File: src/rtl/exec_std_rv32i.sv
// RV32I execute stage: single-cycle ALU, optional 32-cycle restoring divider.
// Define RV32M_DIV_EN to build the divider; without it opcodes 10-13 report illegal.
module exec_std_rv32i (
  input  logic        CLK,
  input  logic        RST_N,
  input  logic        FLUSH,
  input  logic        MEM_WAIT,
  input  logic        I_VALID,
  input  logic [3:0]  I_OP,
  input  logic [4:0]  I_RD,
  input  logic        I_USE_IMM,
  input  logic [31:0] I_IMM,
  input  logic        A_RVALID,
  input  logic        B_RVALID,
  input  logic [31:0] A_RDATA,
  input  logic [31:0] B_RDATA,
  output logic        O_VALID,
  output logic [4:0]  O_RD,
  output logic [31:0] O_DATA,
  output logic        O_ILLEGAL,
  output logic        FWD_EXEC_EN,
  output logic [4:0]  FWD_EXEC_ADDR,
  output logic [31:0] FWD_EXEC_DATA,
  output logic        STALL_REQ
);
  localparam int unsigned XLEN = 32;
  localparam int unsigned RW   = 5;
  localparam int unsigned CW   = 5;

  localparam logic [3:0] OP_ADD  = 4'd0;
  localparam logic [3:0] OP_SUB  = 4'd1;
  localparam logic [3:0] OP_AND  = 4'd2;
  localparam logic [3:0] OP_OR   = 4'd3;
  localparam logic [3:0] OP_XOR  = 4'd4;
  localparam logic [3:0] OP_SLL  = 4'd5;
  localparam logic [3:0] OP_SRL  = 4'd6;
  localparam logic [3:0] OP_SRA  = 4'd7;
  localparam logic [3:0] OP_SLT  = 4'd8;
  localparam logic [3:0] OP_SLTU = 4'd9;
  localparam logic [3:0] OP_DIV  = 4'd10;
  localparam logic [3:0] OP_DIVU = 4'd11;
  localparam logic [3:0] OP_REM  = 4'd12;
  localparam logic [3:0] OP_REMU = 4'd13;

  typedef enum logic [1:0] {IDLE = 2'd0, BUSY = 2'd1, DONE = 2'd2} state_t;

  state_t          state;
  logic [XLEN-1:0] opb;
  logic [4:0]      shamt;
  logic            opnd_ok;
  logic            accept;
  logic            div_start;
  logic [XLEN-1:0] res;
  logic            ill;

  assign opb       = I_USE_IMM ? I_IMM : B_RDATA;
  assign shamt     = opb[4:0];
  assign opnd_ok   = A_RVALID & (I_USE_IMM | B_RVALID);
  assign accept    = I_VALID & opnd_ok & (state == IDLE) & ~FLUSH & ~MEM_WAIT;
  assign STALL_REQ = (I_VALID & ~opnd_ok) | (state != IDLE);

`ifdef RV32M_DIV_EN
  logic [CW-1:0]   cnt;
  logic [XLEN-1:0] quo;
  logic [XLEN-1:0] rem;
  logic [XLEN-1:0] dvs;
  logic            is_rem;
  logic            neg_q;
  logic            neg_r;
  logic [RW-1:0]   div_rd;
  logic            op_div;
  logic            op_sgn;
  logic            op_rem;
  logic            div_zero;
  logic            div_ovf;
  logic [XLEN-1:0] a_mag;
  logic [XLEN-1:0] b_mag;
  logic [XLEN-1:0] div_fast;
  logic [XLEN-1:0] div_res;
  logic [XLEN:0]   rem_sh;
  logic [XLEN:0]   trial;

  assign op_div    = (I_OP == OP_DIV) | (I_OP == OP_DIVU) | (I_OP == OP_REM) | (I_OP == OP_REMU);
  assign op_sgn    = (I_OP == OP_DIV) | (I_OP == OP_REM);
  assign op_rem    = (I_OP == OP_REM) | (I_OP == OP_REMU);
  assign div_zero  = (opb == '0);
  assign div_ovf   = op_sgn & (A_RDATA == 32'h8000_0000) & (opb == 32'hFFFF_FFFF);
  assign div_start = accept & op_div & ~div_zero & ~div_ovf;
  assign a_mag     = (op_sgn & A_RDATA[XLEN-1]) ? (-A_RDATA) : A_RDATA;
  assign b_mag     = (op_sgn & opb[XLEN-1]) ? (-opb) : opb;

  // Corner cases that finish in the single ALU cycle
  always_comb begin
    div_fast = '0;
    if (div_zero) div_fast = op_rem ? A_RDATA : 32'hFFFF_FFFF;
    else          div_fast = op_rem ? 32'h0000_0000 : 32'h8000_0000;
  end

  // One restoring step: shift in next dividend bit, subtract if it fits
  assign rem_sh  = {rem, quo[XLEN-1]};
  assign trial   = rem_sh - {1'b0, dvs};
  assign div_res = is_rem ? (neg_r ? (-rem) : rem) : (neg_q ? (-quo) : quo);
`else
  assign state     = IDLE;
  assign div_start = 1'b0;
`endif

  always_comb begin
    res = '0;
    ill = 1'b0;
    case (I_OP)
      OP_ADD:  res = A_RDATA + opb;
      OP_SUB:  res = A_RDATA - opb;
      OP_AND:  res = A_RDATA & opb;
      OP_OR:   res = A_RDATA | opb;
      OP_XOR:  res = A_RDATA ^ opb;
      OP_SLL:  res = A_RDATA << shamt;
      OP_SRL:  res = A_RDATA >> shamt;
      OP_SRA:  res = $unsigned($signed(A_RDATA) >>> shamt);
      OP_SLT:  res = XLEN'($signed(A_RDATA) < $signed(opb));
      OP_SLTU: res = XLEN'(A_RDATA < opb);
`ifdef RV32M_DIV_EN
      OP_DIV, OP_DIVU, OP_REM, OP_REMU: res = div_fast;
`endif
      default: ill = 1'b1;
    endcase
  end

  always_ff @(posedge CLK or negedge RST_N) begin
    if (!RST_N) begin
      O_VALID       <= 1'b0;
      O_ILLEGAL     <= 1'b0;
      O_RD          <= '0;
      O_DATA        <= '0;
      FWD_EXEC_EN   <= 1'b0;
      FWD_EXEC_ADDR <= '0;
      FWD_EXEC_DATA <= '0;
`ifdef RV32M_DIV_EN
      state  <= IDLE;
      cnt    <= '0;
      quo    <= '0;
      rem    <= '0;
      dvs    <= '0;
      is_rem <= 1'b0;
      neg_q  <= 1'b0;
      neg_r  <= 1'b0;
      div_rd <= '0;
`endif
    end else if (FLUSH) begin
      O_VALID     <= 1'b0;
      O_ILLEGAL   <= 1'b0;
      FWD_EXEC_EN <= 1'b0;
`ifdef RV32M_DIV_EN
      state <= IDLE;
`endif
    end else if (!MEM_WAIT) begin
      O_VALID     <= 1'b0;
      O_ILLEGAL   <= 1'b0;
      FWD_EXEC_EN <= 1'b0;
      if (accept && !div_start) begin
        O_VALID       <= 1'b1;
        O_RD          <= I_RD;
        O_DATA        <= res;
        O_ILLEGAL     <= ill;
        FWD_EXEC_EN   <= 1'b1;
        FWD_EXEC_ADDR <= I_RD;
        FWD_EXEC_DATA <= res;
      end
`ifdef RV32M_DIV_EN
      case (state)
        IDLE: if (div_start) begin
          state         <= BUSY;
          cnt           <= CW'(XLEN - 1);
          quo           <= a_mag;
          rem           <= '0;
          dvs           <= b_mag;
          is_rem        <= op_rem;
          neg_q         <= op_sgn & (A_RDATA[XLEN-1] ^ opb[XLEN-1]);
          neg_r         <= op_sgn & A_RDATA[XLEN-1];
          div_rd        <= I_RD;
          FWD_EXEC_ADDR <= I_RD;
        end
        BUSY: begin
          if (!trial[XLEN]) begin
            rem <= trial[XLEN-1:0];
            quo <= {quo[XLEN-2:0], 1'b1};
          end else begin
            rem <= rem_sh[XLEN-1:0];
            quo <= {quo[XLEN-2:0], 1'b0};
          end
          cnt <= cnt - CW'(1);
          if (cnt == '0) state <= DONE;
        end
        DONE: begin
          state         <= IDLE;
          O_VALID       <= 1'b1;
          O_RD          <= div_rd;
          O_DATA        <= div_res;
          FWD_EXEC_EN   <= 1'b1;
          FWD_EXEC_ADDR <= div_rd;
          FWD_EXEC_DATA <= div_res;
        end
        default: state <= IDLE;
      endcase
`endif
    end
  end
endmodule

File: config.mk
export PLATFORM = sky130hd
export DESIGN_NAME = exec_std_rv32i
export DESIGN_NICKNAME = d
export VERILOG_FILES = /design/src/rtl/exec_std_rv32i.sv
export SDC_FILE = /design/constraint.sdc
export NUM_CORES = 1
export LEC_CHECK = 0
export ABC_AREA = 1
export ABC_CLOCK_PERIOD_IN_PS = 1300
export BUFFER_PORTS_ARGS = -buffer_cell sky130_fd_sc_hd__buf_2
export CAP_MARGIN = 20
export CORE_ASPECT_RATIO = 1.75
export CORE_MARGIN = 3
export CORE_UTILIZATION = 40
export CTS_CLUSTER_DIAMETER = 200
export CTS_CLUSTER_SIZE = 30
export DETAILED_ROUTE_END_ITERATION = 10
export SLEW_MARGIN = 20
export SYNTH_ARGS = -nofsm -noshare
export SYNTH_HDL_FRONTEND = slang
export SYNTH_SLANG_ARGS = --single-unit
File: constraint.sdc
create_clock -name CLK -period 1.3 [get_ports CLK]
set_clock_uncertainty 0.1 [all_clocks]
set_input_delay 0.13 -clock CLK [delete_from_list [all_inputs] [get_ports CLK]]
set_output_delay 0.13 -clock CLK [all_outputs]
set_load 0.01 [all_outputs]
Yosys cells after proc, flatten, opt, wreduce, memory -nomap -nowiden --
Index checks and enable logic that the tools add are counted.
Operators by class: add/subtract/negate cells 2, reduce and logical (&&, ||, !) cells 3, mux-type cells 9, order comparisons 2, equality and inequality tests 10, div/mod/pow operators 0, shifts and indexed selects 3, multipliers 0, bitwise logic cells 12
Operators by type and width (number):
- 32-bit one-hot mux with 10 select lines | 1
- 32-bit less-than comparator | 2
- 32-bit adder | 1
- 32-bit bitwise AND | 1
- 32-bit two-way mux | 1
- 32-bit OR | 1
- 32-bit by 5-bit << shifter with 32-bit output | 1
- 32-bit by 5-bit >> shifter with 32-bit output | 1
- 32-bit by 5-bit >>> shifter with 32-bit output | 1
- 32-bit subtractor | 1
- 32-bit bitwise XOR | 1
- 4-bit by 3-bit == test with 1-bit output (second input constant) | 4
- 10-bit OR reduction | 1
- 4-bit by 2-bit == test with 1-bit output (second input constant) | 2
- 4-bit == test (second input constant) | 2
- 1-bit two-way mux | 7
- 1-bit bitwise AND | 5
- 4-bit by 1-bit == test with 1-bit output (second input constant) | 1
- 4-bit logical NOT | 1
- 1-bit inverter | 3
- 3-bit AND reduction | 1
- 2-bit != test (second input constant) | 1
- 1-bit OR | 1
Storage, ports and cells: memory bits (read-only) 0, input bits 113, bits in registers 39, memories kept 0, bits in latches 0, bits in writable memories 0, output and inout bits 78

Logic depth before layout (Yosys ltp) --
depth after elaboration 8, mapped depth 25, depth with buffers taken out 21

Worst setup path before layout --
OpenSTA, ideal clock, no wires.
path kind input -> register, start in I_USE_IMM, end reg FWD_EXEC_DATA[30], slack -1460 ps, library setup time 117 ps, stages on the path 21, arrival 2542 ps, path buffers 4, path through buf_6 -> inv_8 -> buf_4 -> clkbuf_1 -> or2_2 -> o21ai_0 -> ha_1 -> clkbuf_1 -> inv_1 -> nand2_1 -> nor2_1 -> inv_1 -> nor2_1 -> and3_1 -> nand2_1 -> nand2_1 -> nand2_1 -> nand3_1 -> nand3_1 -> nand2_1 -> nand2_1
Between the ends: cells in the longest elaborated chain, start to end 6, elaborated cells between the ends (all ways) 16, those cells by class add/sub (2); shift (3); mux (2); bitwise (8); reduce/logical (1)
Ends and longest elaborated chain:
- from (decl) | RTL line 11 | input logic I_USE_IMM,
- parallel branches: the longest is 6 deep, another holds 32-bit subtractor
- to (signal assigned) | RTL line 167 | FWD_EXEC_DATA <= res;
- to (decl) | RTL line 23 | output logic [31:0] FWD_EXEC_DATA,
Several ways; the timed one is not identified. A chain may end at the register's enable or synchronous reset.

Worst setup path after layout --
start in I_USE_IMM, end reg FWD_EXEC_DATA[5]
The elaborated chain is that of the path after synthesis.

==> results.ini <==
[status]
outcome = finished with violations
violations = negative setup slack

[routing]
drc = 0
vias_per_cell = 5.82
drt_wl_total_um = 82800
ant_nets = 0
dr.pass1.iters = 7
wl_per_cell_um = 23.9
num_vias = 20200
dr.first_iter.drc_count = 1759

[layout]
fin_nets = 3290
antenna_cells = 0
layout-drive-gt1-share_pct = 43.7
design_area_um2 = 21300
layout_common_cells = nand2_1 (623), buf_4 (534), nand3_1 (459), inv_1 (239), buf_2 (189)
fillCellCount = 2735
final_common_cell = nand2_1
areaGrowthSynthToFinish_pct = 70.2

[yosys]
avgSynthCellArea_um2 = 5.22
synth_top_family_by_area = simple AND/OR/NAND/NOR gates
ys.flop_type = dfrtp_1
synthCells = 2394
async_flop_share_pct = 100
synth-seq-area-share_pct = 7.81
ys_ff_latch = 39
ys_types = 50
synth_xor_area_share_pct = 0.140
synthAdderAreaFrac_pct = 10.1
synth_nets = 2607
ys_warn_count = 0
netlist_area_um2 = 12500
yosys.area_share.simple_pct = 54.4
synth_compound_area_share_pct = 11.7
synth.area.mux_share_pct = 0
synth_edf_count = 0

[timing]
relSlewSlack_pct = 59.9
setup_slack_ns = -1.19
tightest_slew_ns = 0.599
timing.fmax_ghz = 0.401
maxSlewViolCount = 0
rsz0062_at_grt = yes
finalCritPeriodShare_pct = 192
setup_viol = 38
holdWs_ns = 0.0652
min_period_ns = 2.49
setup_tns_ns = -34.81
final_hold_viol_count = 0

[grt]
grt_antenna_before_repair = 0
overflow = 0
grt_pass1_vias = 20300
grt_max_degree = 54
track_usage_pct = 46.4
grt_pass1_wl_um = 118000

[placement]
postPlaceCellArea_um2 = 18000
routabilityCongestion = 1.15
io_buffers = 190
hpwl_um = 65100
place_ws_ns = -1.91

[job]
cap_violations = 0

[setup_path]
required_ns = 1.39
arrival_ns = 2.58
critical_path_class = input pin to flip-flop
critPathLaunchType = input pin
critPathCaptureType = flip-flop
reg2reg_depth = 2
crit_fanout = 7

[power]
power.total_mw = 14.7
power_density_nw_per_um2 = 693
p_leak_nw = 11.4
peakVddDrop_mv = 0.984

[min_path]
hold_path_depth = 4
hp-class = input pin to flip-flop

[die]
num_rows = 85
ios = 191
die_area_um2 = 33500
start_util_pct = 40.6
coreArea_um2 = 30700
die_y_um = 240
die_x_um = 140

[clock_tree]
cts_made_buffers = 5
cts_max_level = 2
clock-sinks = 39
clk_latency_ns = 0.31
cts_root_buffer = clkbuf_16
cts.path.max_buffers = 2
cts_tree = built
clkSlewWorstSetupHoldPaths_ns = 0.06

==> power breakdown <==
group / total (mW) / leakage (nW) / internal [mW] / switching [mW]
logic: 11.6 / 10.8 / 4.82 / 6.79
registers: 1.69 / 0.516 / 1.45 / 0.243
clock network: 1.43 / 0.0772 / 0.773 / 0.660
==> sequential cells by signal, summed over array words and instances (netlist names) <==
name,count
FWD_EXEC_DATA,32
FWD_EXEC_ADDR,5
FWD_EXEC_EN,1
O_ILLEGAL,1
==> final cells by class <==
type / instances / area [um2] / share of cell area (%)
multi-input cells: 1917 / 12100 / 57.0
repair buffers: 818 / 6350 / 29.9
inverters: 295 / 1160 / 5.46
flip-flops and latches: 39 / 976 / 4.59
well taps: 391 / 489 / 2.30
clock buffers: 6 / 139 / 0.653
repair inverters: 1 / 16.3 / 0.0765
clock inverters: 2 / 13.8 / 0.0648
==> cell usage after synthesis, types with 3 or more instances <==
library cell  number  share of area (%)
a31oi_1            3               0.15
and2_1             5               0.25
a221oi_1           7               0.49
clkbuf_1          41                1.2
ha_1              98                9.8
inv_1            283                8.5
o21bai_1          15               0.90
buf_6             11               0.99
o211ai_1           8               0.48
nand4_1           32                1.6
or2_2             27                1.4
clkinv_1           3              0.090
inv_2              7               0.21
a21oi_1           84                3.4
nand2_1          772                 23
buf_2             36                1.4
buf_4             53                3.2
o21ai_1           16               0.64
o22ai_1           22                1.1
and3_1             3               0.15
nand2_4            3               0.27
nor2_1           179                5.4
o21ai_0           90                3.6
nor4_1             4               0.20
nor3_1            13               0.52
nand2_2            5               0.25
dfrtp_1           39                7.8
nand3_1          505                 20
==> layer usage <==
metal | GRT usage (%) | share of wire (%) | wire length [um]
met1 | 45.4 | 32 | 26300
met2 | 80.5 | 48 | 39600
met4 | 48.0 | 14 | 11200
met5 | 0 | 0 | 0
met3 | 6.79 | 6.9 | 5740
==> critical path, stage by stage <==
cell and delay (ns):
buf_16 0.15, buf_12 0.17, buf_6 0.12, o21ai_4 0.25
ha_4 0.29, inv_6 0.10, nand2_2 0.06, nand2_1 0.06
nand2_1 0.07, nand3_2 0.10, buf_4 0.12, buf_4 0.09
buf_4 0.10, o21ai_1 0.05, a21oi_1 0.15, o21a_1 0.22
nand3_2 0.16, nand2_1 0.09, nand2_1 0.05
==> per-stage QoR <==
step	std cells	utilization [%]
floorplan	2394	-
global placement	3383	58.7
detailed placement	3383	58.7
CTS	3450	66.7
global route	3469	69.1
finish	3469	69.1
==> cells by family after synthesis <==
logic type                 after synthesis
adders and majority gates              100
AOI/OAI and AO/OA                      257
xor gates and xnor gates                 2
and+or+nand+nor                       1558
DFF                                     39
buffers and inverters                  438
==> final timing paths <==
check                                  from                end  slack, ns
min in group asynchronous             RST_N   FWD_EXEC_ADDR[0]       0.21
min                                   FLUSH        FWD_EXEC_EN       0.07
max reg2reg                       O_ILLEGAL          O_ILLEGAL       0.39
max in group asynchronous             RST_N  FWD_EXEC_DATA[30]       0.64
max                               I_USE_IMM   FWD_EXEC_DATA[5]      -1.19
min reg2reg                FWD_EXEC_ADDR[4]   FWD_EXEC_ADDR[4]       0.41
==> what timing repair did <==
action                                  in CTS  in global routing
pin swaps                                  134                 79
endpoints found under the setup margin      40                 40
endpoints found under the hold margin       44                  0
gates resized for setup                    437                163
hold buffers                                 6                  0
cloned                                       7                  0
buffers inserted                            47                 20
Power figures use the tool's default switching activity.
